<file path="src/rtl/tempsens_pkg.sv">
// Shared types and widths for the temperature-sensor sequencer.
package tempsens_pkg;

   localparam int WAIT_W   = 23;
   localparam int SAMPLE_W = 16;

   typedef enum logic [3:0] {
      IDLE,
      PWR_ARM,
      PWR_WAIT,
      CONV_ARM,
      CONV_WAIT,
      RD_ARM,
      RD_WAIT,
      GAP_ARM,
      GAP_WAIT
   } seq_state_t;

endpackage

</file>
<file path="src/rtl/tempsens_seq.sv">
// Temperature-sensor sequencer: power-up -> convert -> read -> gap loop,
// driving the shared delay timer (arm in *_ARM, wait for expiry in *_WAIT).
// Optional macro TEMPSENS_SEQ_RDTO_EN enables the read timeout and the
// sticky rd_err flag; without it RD_WAIT waits on rd_done alone.
module tempsens_seq
   import tempsens_pkg::*;
#(
   parameter logic [WAIT_W-1:0] T_PWRUP = 23'd5_000_000,
   parameter logic [WAIT_W-1:0] T_CONV  = 23'd3_750_000,
   parameter logic [WAIT_W-1:0] T_GAP   = 23'd2_500_000,
   parameter logic [WAIT_W-1:0] T_RDTO  = 23'd1_000_000
) (
   input  logic                CLK,
   input  logic                RST_N,
   input  logic                start,
   input  logic                abort,
   input  logic                timer_xs,
   input  logic                rd_done,
   output logic [WAIT_W-1:0]   timer_wait,
   output logic                timer_rst,
   output logic                conv_start,
   output logic                rd_req,
   output logic                busy,
   output logic                rd_err,
   output logic [SAMPLE_W-1:0] sample_cnt
);

   seq_state_t          state_q, state_d;
   logic                cnt_inc;
   logic [SAMPLE_W-1:0] cnt_q;
`ifdef TEMPSENS_SEQ_RDTO_EN
   logic                err_set, err_clr;
   logic                err_q;
`endif

   // State register
   always_ff @(posedge CLK) begin
      if (!RST_N) state_q <= IDLE;
      else        state_q <= state_d;
   end

   // Next-state and counter/flag update strobes; abort overrides everything
   always_comb begin
      state_d = state_q;
      cnt_inc = 1'b0;
`ifdef TEMPSENS_SEQ_RDTO_EN
      err_set = 1'b0;
      err_clr = 1'b0;
`endif
      case (state_q)
         IDLE: begin
            if (start) begin
               state_d = PWR_ARM;
`ifdef TEMPSENS_SEQ_RDTO_EN
               err_clr = 1'b1;
`endif
            end
         end
         PWR_ARM:   state_d = PWR_WAIT;
         PWR_WAIT:  if (timer_xs) state_d = CONV_ARM;
         CONV_ARM:  state_d = CONV_WAIT;
         CONV_WAIT: if (timer_xs) state_d = RD_ARM;
         RD_ARM:    state_d = RD_WAIT;
         RD_WAIT: begin
            // rd_done wins over a coincident timeout
            if (rd_done) begin
               state_d = GAP_ARM;
               cnt_inc = 1'b1;
            end
`ifdef TEMPSENS_SEQ_RDTO_EN
            else if (timer_xs) begin
               state_d = GAP_ARM;
               err_set = 1'b1;
            end
`endif
         end
         GAP_ARM:   state_d = GAP_WAIT;
         GAP_WAIT:  if (timer_xs) state_d = start ? CONV_ARM : IDLE;
         default:   state_d = IDLE;
      endcase
      if (abort) begin
         state_d = IDLE;
         cnt_inc = 1'b0;
`ifdef TEMPSENS_SEQ_RDTO_EN
         err_set = 1'b0;
         err_clr = 1'b0;
`endif
      end
   end

   // Completed-sample counter, wraps naturally at all-ones
   always_ff @(posedge CLK) begin
      if (!RST_N)       cnt_q <= '0;
      else if (cnt_inc) cnt_q <= cnt_q + 1'b1;
   end

   assign sample_cnt = cnt_q;

`ifdef TEMPSENS_SEQ_RDTO_EN
   // Sticky read-timeout flag, cleared on reset or on a fresh start
   always_ff @(posedge CLK) begin
      if (!RST_N)       err_q <= 1'b0;
      else if (err_clr) err_q <= 1'b0;
      else if (err_set) err_q <= 1'b1;
   end

   assign rd_err = err_q;
`else
   assign rd_err = 1'b0;
`endif

   // Moore output decode from the state register
   always_comb begin
      timer_wait = '0;
      timer_rst  = 1'b1;
      conv_start = 1'b0;
      rd_req     = 1'b0;
      busy       = (state_q != IDLE);
      case (state_q)
         PWR_ARM:   timer_wait = T_PWRUP;
         PWR_WAIT: begin
            timer_wait = T_PWRUP;
            timer_rst  = 1'b0;
         end
         CONV_ARM: begin
            timer_wait = T_CONV;
            conv_start = 1'b1;
         end
         CONV_WAIT: begin
            timer_wait = T_CONV;
            timer_rst  = 1'b0;
         end
         // Without the timeout the timer stays cleared through the read,
         // so the wait value presented here is inert in that build.
         RD_ARM: begin
            timer_wait = T_RDTO;
            rd_req     = 1'b1;
         end
         RD_WAIT: begin
            timer_wait = T_RDTO;
            rd_req     = 1'b1;
`ifdef TEMPSENS_SEQ_RDTO_EN
            timer_rst  = 1'b0;
`endif
         end
         GAP_ARM:   timer_wait = T_GAP;
         GAP_WAIT: begin
            timer_wait = T_GAP;
            timer_rst  = 1'b0;
         end
         default: ;
      endcase
   end

endmodule

</file>
<file path="config.mk">
export PLATFORM = sky130hd
export DESIGN_NAME = tempsens_seq
export DESIGN_NICKNAME = d
export VERILOG_FILES = /design/src/rtl/tempsens_pkg.sv /design/src/rtl/tempsens_seq.sv
export SDC_FILE = /design/constraint.sdc
export NUM_CORES = 1
export LEC_CHECK = 0
export ABC_CLOCK_PERIOD_IN_PS = 3800
export CAP_MARGIN = 20
export CORE_ASPECT_RATIO = 0.6
export CORE_MARGIN = 2
export CORE_UTILIZATION = 46
export CTS_BUF_LIST = sky130_fd_sc_hd__clkbuf_4 sky130_fd_sc_hd__clkbuf_8 sky130_fd_sc_hd__clkbuf_16
export DETAILED_ROUTE_END_ITERATION = 7
export HOLD_SLACK_MARGIN = 0.1
export PLACE_DENSITY = 0.84
export SLEW_MARGIN = 20
export SYNTH_ARGS = -nofsm -noshare
export SYNTH_HDL_FRONTEND = slang
export SYNTH_SLANG_ARGS = --single-unit
</file>
<file path="constraint.sdc">
create_clock -name CLK -period 3.8 [get_ports CLK]
set_clock_uncertainty 0.2 [all_clocks]
set_input_delay 0.38 -clock CLK [delete_from_list [all_inputs] [get_ports CLK]]
set_output_delay 0.38 -clock CLK [all_outputs]
set_load 0.005 [all_outputs]
</file>
# Word-level counts from Yosys, hierarchy flattened
# Cells that the tools add are included.
# W data, S select, Z words.
dict set report op_classes {
  n_addsub 1
  order_cmp 0
  n_shift 0
  n_mux 14
  reduce_logical 9
  eq_ne 13
  n_bitwise 1
  n_div 0
  n_mul 0
}
# cell count
set op_table {}
lappend op_table {{$pmux W23 S4} 1}
lappend op_table {{$pmux W4 S9} 1}
lappend op_table {{$mux W4} 5}
lappend op_table {{$add A16 B1 Y16 const B} 1}
lappend op_table {{$eq A4 B3 Y1 const B} 4}
lappend op_table {{$ne A2 B2 Y1 const B} 5}
lappend op_table {{$reduce_or A2 Y1} 5}
lappend op_table {{$eq A4 B2 Y1 const B} 2}
lappend op_table {{$mux W1} 6}
lappend op_table {{$reduce_and A5 Y1} 1}
lappend op_table {{$eq A4 B1 Y1 const B} 1}
lappend op_table {{$eq A4 B4 Y1 const B} 1}
lappend op_table {{$logic_not A4 Y1} 1}
lappend op_table {{$reduce_bool A4 Y1} 1}
lappend op_table {{$reduce_or A3 Y1} 1}
lappend op_table {{$mux W2} 1}
lappend op_table {{$not A1 Y1} 1}
dict set report totals {
  mem_count 0
  ff_bits 20
  latchBits 0
  mem_bits_ro 0
  wordCells 40
  ramBits 0
  out_inout_bits 44
}

# Logic depth before layout (Yosys ltp)
# Gate-level depths: netlist of run 1.
dict set report depth {
  depth_word 3
  depth_mapped 7
}

# Worst setup path before layout of run 1
# Ideal clock, no wire load.
dict set report synth_path {
  path_type {reg2out}
  startpoint {reg state_q[0]}
  endpoint {out timer_wait[19]}
  path_stages_with_launch 7
  t_required_ns 3.220
  arrival_time_ns 1.368
  path_slack_ns 1.852
  path_cell_list {dfxtp_1 buf_2 inv_1 and3_1 o21bai_1 o21ai_0 buf_4}
}
dict set report synth_via {
  elab_chain_len 3
  word_cells_on_any_way 13
  cone_classes {eq/ne: 8; mux: 1; reduce/logical: 4}
}
# element line_no
set synth_lines {}
lappend synth_lines {{from (decl)} tempsens_seq.sv:28} ;# seq_state_t state_q, state_d;
lappend synth_lines {{from (signal assigned)} tempsens_seq.sv:39} ;# else state_q <= state_d;
lappend synth_lines {{$eq A4 B4 Y1, or another cell as far along} tempsens_seq.sv:119} ;# case (state_q)
lappend synth_lines {{$reduce_or A2 Y1 (no source line)} -}
lappend synth_lines {{$pmux W23 S4 (*)} tempsens_seq.sv:119}
lappend synth_lines {{to (decl)} tempsens_seq.sv:19} ;# output logic [WAIT_W-1:0] timer_wait,
# Mark *: on every way between the ends. The rest lies on a longest branch, timed or not.

# Final worst setup path of run 1
dict set report layout_path {
  startpoint {reg state_q[1]}
  endpoint {out timer_wait[19]}
}
# The elaborated chain is that of the path after synthesis.

==> impl_metrics.toml, run 1 <==
[grt]
grt_max_degree = 17
grt_usage = 0.215
grt_antenna_before_repair = 0
grt_pass1_wl_mm = 5.31
grt_overflow = 0
grt_pass1_vias = 1113

[synthesis]
synth-main-ff-cell = "dfxtp_1"
synth-seq-cells = 20
synthSimpleGateAreaFrac = 0.277
syn_avg_cell_area_um2 = 7.81
yosys.cell_types.count = 38
ys_seq_area_frac = 0.322
synthArstFlopShare = 0
synthMuxAreaShare = 0.0161
synth_common_cells = "20 x dfxtp_1, 15 x a21oi_1, 14 x nand2_1"
synth_adder_area_share = 0.0101
synth_top_family_by_area = "simple AND/OR/NAND/NOR gates"
synthCells = 159
ys_warn_count = 0
synth_area_leaders = "dfxtp_1 32%, buf_4 7.9%, a21oi_1 6.0%, or4_1 5.4%, nand2_1 4.2%"
synth_xor_xnor_area_share = 0.0352
synth.top_cell.area_share = 0.322
synth_edf_count = 0
synth-compound-area-share = 0.192
yosys.area.top_type = "dfxtp_1"
yosysMostFrequentCell = "dfxtp_1"
synth_area_um2 = 1240

[sta]
hold_violations = 0
rsz0062_at_grt = "false"
setup_viol = 0
fmax_mhz = 353
finalMaxSlewViolations = 0
maxSlewHeadroom = 0.615
tightestPinTransition_ns = 0.577
fin_crit_ns = 2.83
setup_tns_ns = 0
fin_crit_sh = 0.745
fin_hold_ws_ns = 0.303

[clock_tree]
cts_setup_buffers = 0
cts_hold_buf = 0
cts_num_sinks = 20
clk_pin_slew_ns = 0.07
cts_resized = 0
tritoncts = "yes"
htreeDepth = 1
clkLatencyLatePin_ns = 0.26
cts_buffers = 3
ctsRootBufferMaster = "clkbuf_8"
cts_max_path_buffers = 2

[drt]
drc_errors = 0
drt_iter0_drc = 110
via_count = 1275
antenna_left = 0
first_pass_iters = 4
routed_via_density = 5.77
wl_per_cell_um = 14.1
wl_mm = 3.11

[floorplan]
ios = 50
fp.dieArea_um2 = 3150
die_h_um = 44.3
initial_core_util = 0.489
coreArea_um2 = 2540
die_w_um = 71.1
rows = 14

[layout]
layout-drive-gt1-share = 0.0370
final_cells = 221
syn_to_final_growth_pct = 32.7
n_antenna_cell = 0
num-nets-final = 197

[pwr]
irDropWorstVdd_v = 0.000196
power_density_nw_per_um2 = 261
p_leak_nw = 0.622

[min_path]
holdCritPathClass = "flip-flop to flip-flop"
hold_path.startpoint = "sample_cnt[15]$_SDFFE_PN0P_"

[flow_run]
cap_violations = 0

[place]
dp.cells = 217
dp_hpwl_mm = 2.29
routabilityCongestion = 0.813
port_buffers = 43

[setup_path]
crit_required_ns = 3.22
crit_family = "flip-flops"
cp_slowest_cell = "dfxtp_1"
crit_type = "flip-flop to output port"
path_max_fanout = 15
crit_chain = "inv_1 > and3_1 > o21bai_1 > o21ai_0 > clkdlybuf4s50_1"
arrival_ns = 2.25
start_kind = "flip-flop"
crit_path_end_kind = "output port"
crit_buf_inv = 2
r2r-start = "state_q[2]$_SDFFE_PP0P_"
crit_start = "state_q[1]$_SDFFE_PP0P_"
cp_slowest_stage_delay_ns = 0.66

[run_status]
status = "complete, no violations"
## stage by stage
| step | worst slack, ns | total power [mW] | instance area [µm²] | utilization |
|---|---|---|---|---|
| 2_1_floorplan | 1.85 | 0.251 | 1260 | - |
| 3_3_place_gp | 1.31 | 0.273 | 1590 | 0.628 |
| 3_5_place_dp | 1.29 | 0.274 | 1590 | 0.628 |
| 4_1_cts | 0.993 | 0.431 | 1650 | 0.649 |
| 5_1_grt | 0.778 | 0.449 | 1650 | 0.649 |
| 6_report | 0.970 | 0.431 | 1650 | 0.649 |
## logic make-up (layout without fill, tap and decap cells)
family / after synthesis / after routing
xor+xnor: 5 / 5
mux: 2 / 2
simple gates: 58 / 58
fa+ha+maj: 1 / 1
compound gates: 39 / 39
other cells: 1 / 6
buf+inv: 33 / 58
flops: 20 / 20
## power breakdown
part / internal [mW] / switching (mW)
registers: 0.211 / 0.00434
logic: 0.0320 / 0.0233
clock network: 0.0922 / 0.0687
total: 0.335 / 0.0963
## worst reg2reg max path, delay by kind of cell, from the launching register on
| kind | cells | cell delay (ns) |
|---|---|---|
| simple gates | 3 | 1.33 |
| flops | 1 | 0.61 |
| compound gates | 1 | 0.15 |
## final timing paths
check / cells after the start / to / slack, ns
max: 5 / timer_wait[19] / 0.97
min: 2 / sample_cnt[15]$_SDFFE_PN0P_ / 0.30
max reg2reg: 4 / sample_cnt[13]$_SDFFE_PN0P_ / 1.44
min reg2reg: 2 / sample_cnt[15]$_SDFFE_PN0P_ / 0.30
## cell usage in the layout (no fill, tap or decap), types with 3 or more instances in the layout
cell             instances
a211oi_1                 3
a21oi_1                 15
clkbuf_8                 4
clkdlybuf4s50_1         43
conb_1                   6
dfxtp_1                 20
inv_1                   11
nand2_1                 14
nand3_1                  6
nor2_1                   6
o21ai_0                  7
o31ai_1                  7
or3_1                    5
or4_1                    9
xor2_1                   3
## final cells by class
type / instances / area (µm²)
Sequential cell: 20 / 400
Fill cell: 194 / 891
Multi-Input combinational cell: 111 / 682
Inverter: 11 / 41.3
Clock buffer: 4 / 55.1
Timing Repair Buffer: 43 / 430
Tap cell: 32 / 40.0
## registers in the layout, indices dropped and copies added (netlist names)
signal,flops
state_q,4
sample_cnt,16
## layer usage
metal,GRT usage,wire length (µm),vias to the layer above
met1,0.310,1450,600
met2,0.327,1390,54
met4,0.0453,38,0
met3,0.0592,223,6
li1,-,-,615
met5,0,0,-
Power figures use the tool's default switching activity.
==> run 2: changes to the inputs <==
--- a/config.mk
+++ b/config.mk
@@ -5,15 +5,15 @@
 export SDC_FILE = /design/constraint.sdc
 export NUM_CORES = 1
 export LEC_CHECK = 0
-export ABC_CLOCK_PERIOD_IN_PS = 3800
+export ABC_CLOCK_PERIOD_IN_PS = 2940
 export CAP_MARGIN = 20
 export CORE_ASPECT_RATIO = 0.6
 export CORE_MARGIN = 2
-export CORE_UTILIZATION = 46
+export CORE_UTILIZATION = 43
 export CTS_BUF_LIST = sky130_fd_sc_hd__clkbuf_4 sky130_fd_sc_hd__clkbuf_8 sky130_fd_sc_hd__clkbuf_16
 export DETAILED_ROUTE_END_ITERATION = 7
 export HOLD_SLACK_MARGIN = 0.1
-export PLACE_DENSITY = 0.84
+export PLACE_DENSITY = 0.8
 export SLEW_MARGIN = 20
 export SYNTH_ARGS = -nofsm -noshare
 export SYNTH_HDL_FRONTEND = slang
==> constraint.sdc (replaced) <==
create_clock -name CLK -period 2.94 [get_ports CLK]
set_clock_uncertainty 0.2 [all_clocks]
set_input_delay 0.294 -clock CLK [delete_from_list [all_inputs] [get_ports CLK]]
set_output_delay 0.294 -clock CLK [all_outputs]
set_load 0.005 [all_outputs]
==> impl_metrics.toml, run 2 (synthesis results as in run 1) <==
[min_path]
hold_depth = 2
holdCritPathClass = "flip-flop to flip-flop"

[floorplan]
fp.dieArea_um2 = 3350
die_h_um = 45.6
coreArea_um2 = 2820
rows = 15
ios = 50
die_w_um = 73.4
initial_core_util = 0.441

[clock_tree]
clkLatencyLatePin_ns = 0.27
cts_max_path_buffers = 2
ctsRootBufferMaster = "clkbuf_8"
cts_hold_buf = 0
tritoncts = "yes"
cts_num_sinks = 20
htreeDepth = 1
clk_pin_slew_ns = 0.08
cts_buffers = 3

[sta]
rsz0062_at_grt = "false"
setup_ws_ns = 0.117
finalMaxSlewViolations = 0
tightestPinTransition_ns = 0.582
maxSlewHeadroom = 0.606
fin_crit_sh = 0.960
fin_crit_ns = 2.82
hold_violations = 0
setup_tns_ns = 0
fmax_mhz = 354
setup_viol = 0

[layout]
layout-drive-gt1-share = 0.0474
multi_input_area_um2 = 682
n_antenna_cell = 0
num-nets-final = 198
regArea_um2 = 402
largest_reg_flops = 16
syn_to_final_growth_pct = 33.6
final_common_cell = "clkdlybuf4s50_1"
nFillCells = 229
final_cell_mix = "43 x clkdlybuf4s50_1, 19 x dfxtp_1, 15 x a21oi_1"

[setup_path]
path_max_fanout = 10
start_kind = "flip-flop"
crit_type = "flip-flop to output port"
crit_required_ns = 2.45
arrival_ns = 2.33
crit_path_end_kind = "output port"
r2r_cells = 4

[grt]
grt_pass1_vias = 1089
grt_max_degree = 17
grt_antenna_before_repair = 0
grt_usage = 0.204
grt_overflow = 0
grt_pass1_wl_mm = 5.16

[drt]
wl_mm = 3.21
first_pass_iters = 4
drt_iter0_drc = 105
drc_errors = 0
via_count = 1273
wl_per_cell_um = 14.3
antenna_left = 0
routed_via_density = 5.68

[pwr]
irDropWorstVdd_v = 0.000218
p_leak_nw = 0.628
power_density_nw_per_um2 = 340
power_uw = 565

[run_status]
status = "complete, no violations"

[flow_run]
cap_violations = 0

[place]
place_ws_ns = 0.440
routabilityCongestion = 0.794
port_buffers = 43
dp_hpwl_mm = 2.38
run 2: changes by cell type in the layout (fill, tap and decap cells not counted), sizes merged:
cell | before | now
buf | 0 | 1
run 2: power breakdown:
group / switching (mW) / total, mW / internal, mW
Combinational: 0.0303 / 0.0716 / 0.0413
Clock: 0.0954 / 0.215 / 0.120
Sequential: 0.00580 / 0.278 / 0.272
run 2: metrics by stage:
stage                     utilization  hold slack (ns)  area [µm²]  instances
final                           0.590            0.283        1660        224
after global routing            0.590            0.316        1660        224
after CTS                       0.589            0.281        1660        224
after detailed placement        0.570            0.270        1600        220
after global placement          0.570            0.261        1600        220
after floorplan                     -            0.241        1260        164
run 2: final timing paths:
| check | to | start | slack [ns] |
|---|---|---|---|
| worst min register to register | sample_cnt[15]$_SDFFE_PN0P_ | sample_cnt[15]$_SDFFE_PN0P_ | 0.28 |
| worst max register to register | sample_cnt[13]$_SDFFE_PN0P_ | state_q[2]$_SDFFE_PP0P_ | 0.60 |
| worst min-delay path | sample_cnt[15]$_SDFFE_PN0P_ | sample_cnt[15]$_SDFFE_PN0P_ | 0.28 |
| worst max-delay path | timer_wait[6] | state_q[0]$_SDFFE_PP0P_ | 0.12 |
run 2: per-layer routing:
metal  GRT usage  routed length [µm]
met5           0                   0
met4      0.0545                  46
met3      0.0642                 203
met2       0.328                1540
met1       0.268                1410
run 2: final cells by class:
type                            instances  share of cell area
Inverter                               11              0.0249
Clock buffer                            4              0.0332
Sequential cell                        20               0.242
Timing Repair Buffer                   44               0.264
Tap cell                               34              0.0256
Multi-Input combinational cell        111               0.411
run 2: critical path, cell delays in order, from the launching register on:
cell	delay (ns)
dfxtp_1	0.58
inv_1	0.18
and3_1	0.20
o21bai_1	0.38
o21ai_0	0.23
clkdlybuf4s50_1	0.49
run 2: what timing repair did:
action,in CTS,in global routing
endpoints found under the setup margin,0,2
gates resized for setup,0,1
setup buffers,0,0
hold endpoints to repair,0,0
==> variant (settings of run 1) <==
Build with the macro `TEMPSENS_SEQ_RDTO_EN` defined.
--- a/src/rtl/tempsens_seq.sv
+++ b/src/rtl/tempsens_seq.sv
@@ -2,6 +2,8 @@
 // driving the shared delay timer (arm in *_ARM, wait for expiry in *_WAIT).
 // Optional macro TEMPSENS_SEQ_RDTO_EN enables the read timeout and the
 // sticky rd_err flag; without it RD_WAIT waits on rd_done alone.
+`define TEMPSENS_SEQ_RDTO_EN
+
 module tempsens_seq
    import tempsens_pkg::*;
 #(
Check against the original RTL: not equivalent (a bounded check fails within 10 cycles, from zero or initial values and one cycle with RST_N low).
==> variant against run 1 <==
Design area up 3.6%; sequential power is 4% higher; critical path type unchanged; worst setup slack improved by 29 ps; total power down 4.7%; fmax grew 1.0%; sequential cell count rose by 1; routed wire length is 7.2% higher; area after synthesis grew 4.6%.
==> variant: results (changes against run 1) <==
PortBufs 44 (+2.3%); Vias 1256 (-1.5%); highest net fanout along the worst path 17 (+2); VDD IR max 0.000245 V (+25%); leakage 0.654 nW (+5.0%); hold path startpoint sample_cnt[12]; top post-synthesis cells by area dfxtp_1 32%, buf_4 6.9%, a21oi_1 4.6%; Int Power 316 uW (-5.5%); nets 202 (+2.5%); switching power total 94.4 uW (-1.9%); RePlAce Congestion 0.836 (+2.8%); CP peak stage delay 630 ps (-30 ps); Yosys cell types 45 (+18%); largest net degree at the start of global routing 18 (+1); run status complete, no violations; met1 GRT Util 27.3% (-3.6 points); dpl hpwl 2500 microns (+9.3%); first-pass GRT wire length 5150 microns (-3.0%); flop2flop setup slack 1700 ps (+260 ps); placed inst area 1660 sq um (+4.3%); Max Clock Freq 357 MHz (+1.0%); GR Util met2 34.5% (+1.8 points); Post-Place Cells 222 (+2.3%); crit path to timer_wait[21]; combinational power share 10.1% (-2.7 points)
-- variant: final cells by class --
| class | count | area [sq um] | share of cell area (%) |
|---|---|---|---|
| multi-input cells | 117 | 732 | 42.8 |
| well taps | 32 | 40.0 | 2.34 |
| inverters | 8 | 30.0 | 1.76 |
| clock inverters | 1 | 5.00 | 0.293 |
| repair buffers | 44 | 440 | 25.8 |
| clock buffers | 3 | 41.3 | 2.42 |
| flip-flops and latches | 21 | 420 | 24.6 |
-- variant: kinds of logic after synthesis --
kind of cell               count (synthesis)  synth area share, %
AOI/OAI and AO/OA                         33                 16.3
muxes                                      2                 1.54
and+or+nand+nor                           71                 32.7
other                                      1                0.288
adders and majority gates                  1                0.962
DFF                                       21                 32.3
buffers and inverters                     27                 12.5
xor gates and xnor gates                   5                 3.37
-- variant: per-layer routing --
metal | wire [microns] | vias to the layer above
met5 | 0 | -
met3 | 189 | 6
met1 | 1560 | 587
met2 | 1530 | 46
met4 | 46 | 0
li1 | - | 617
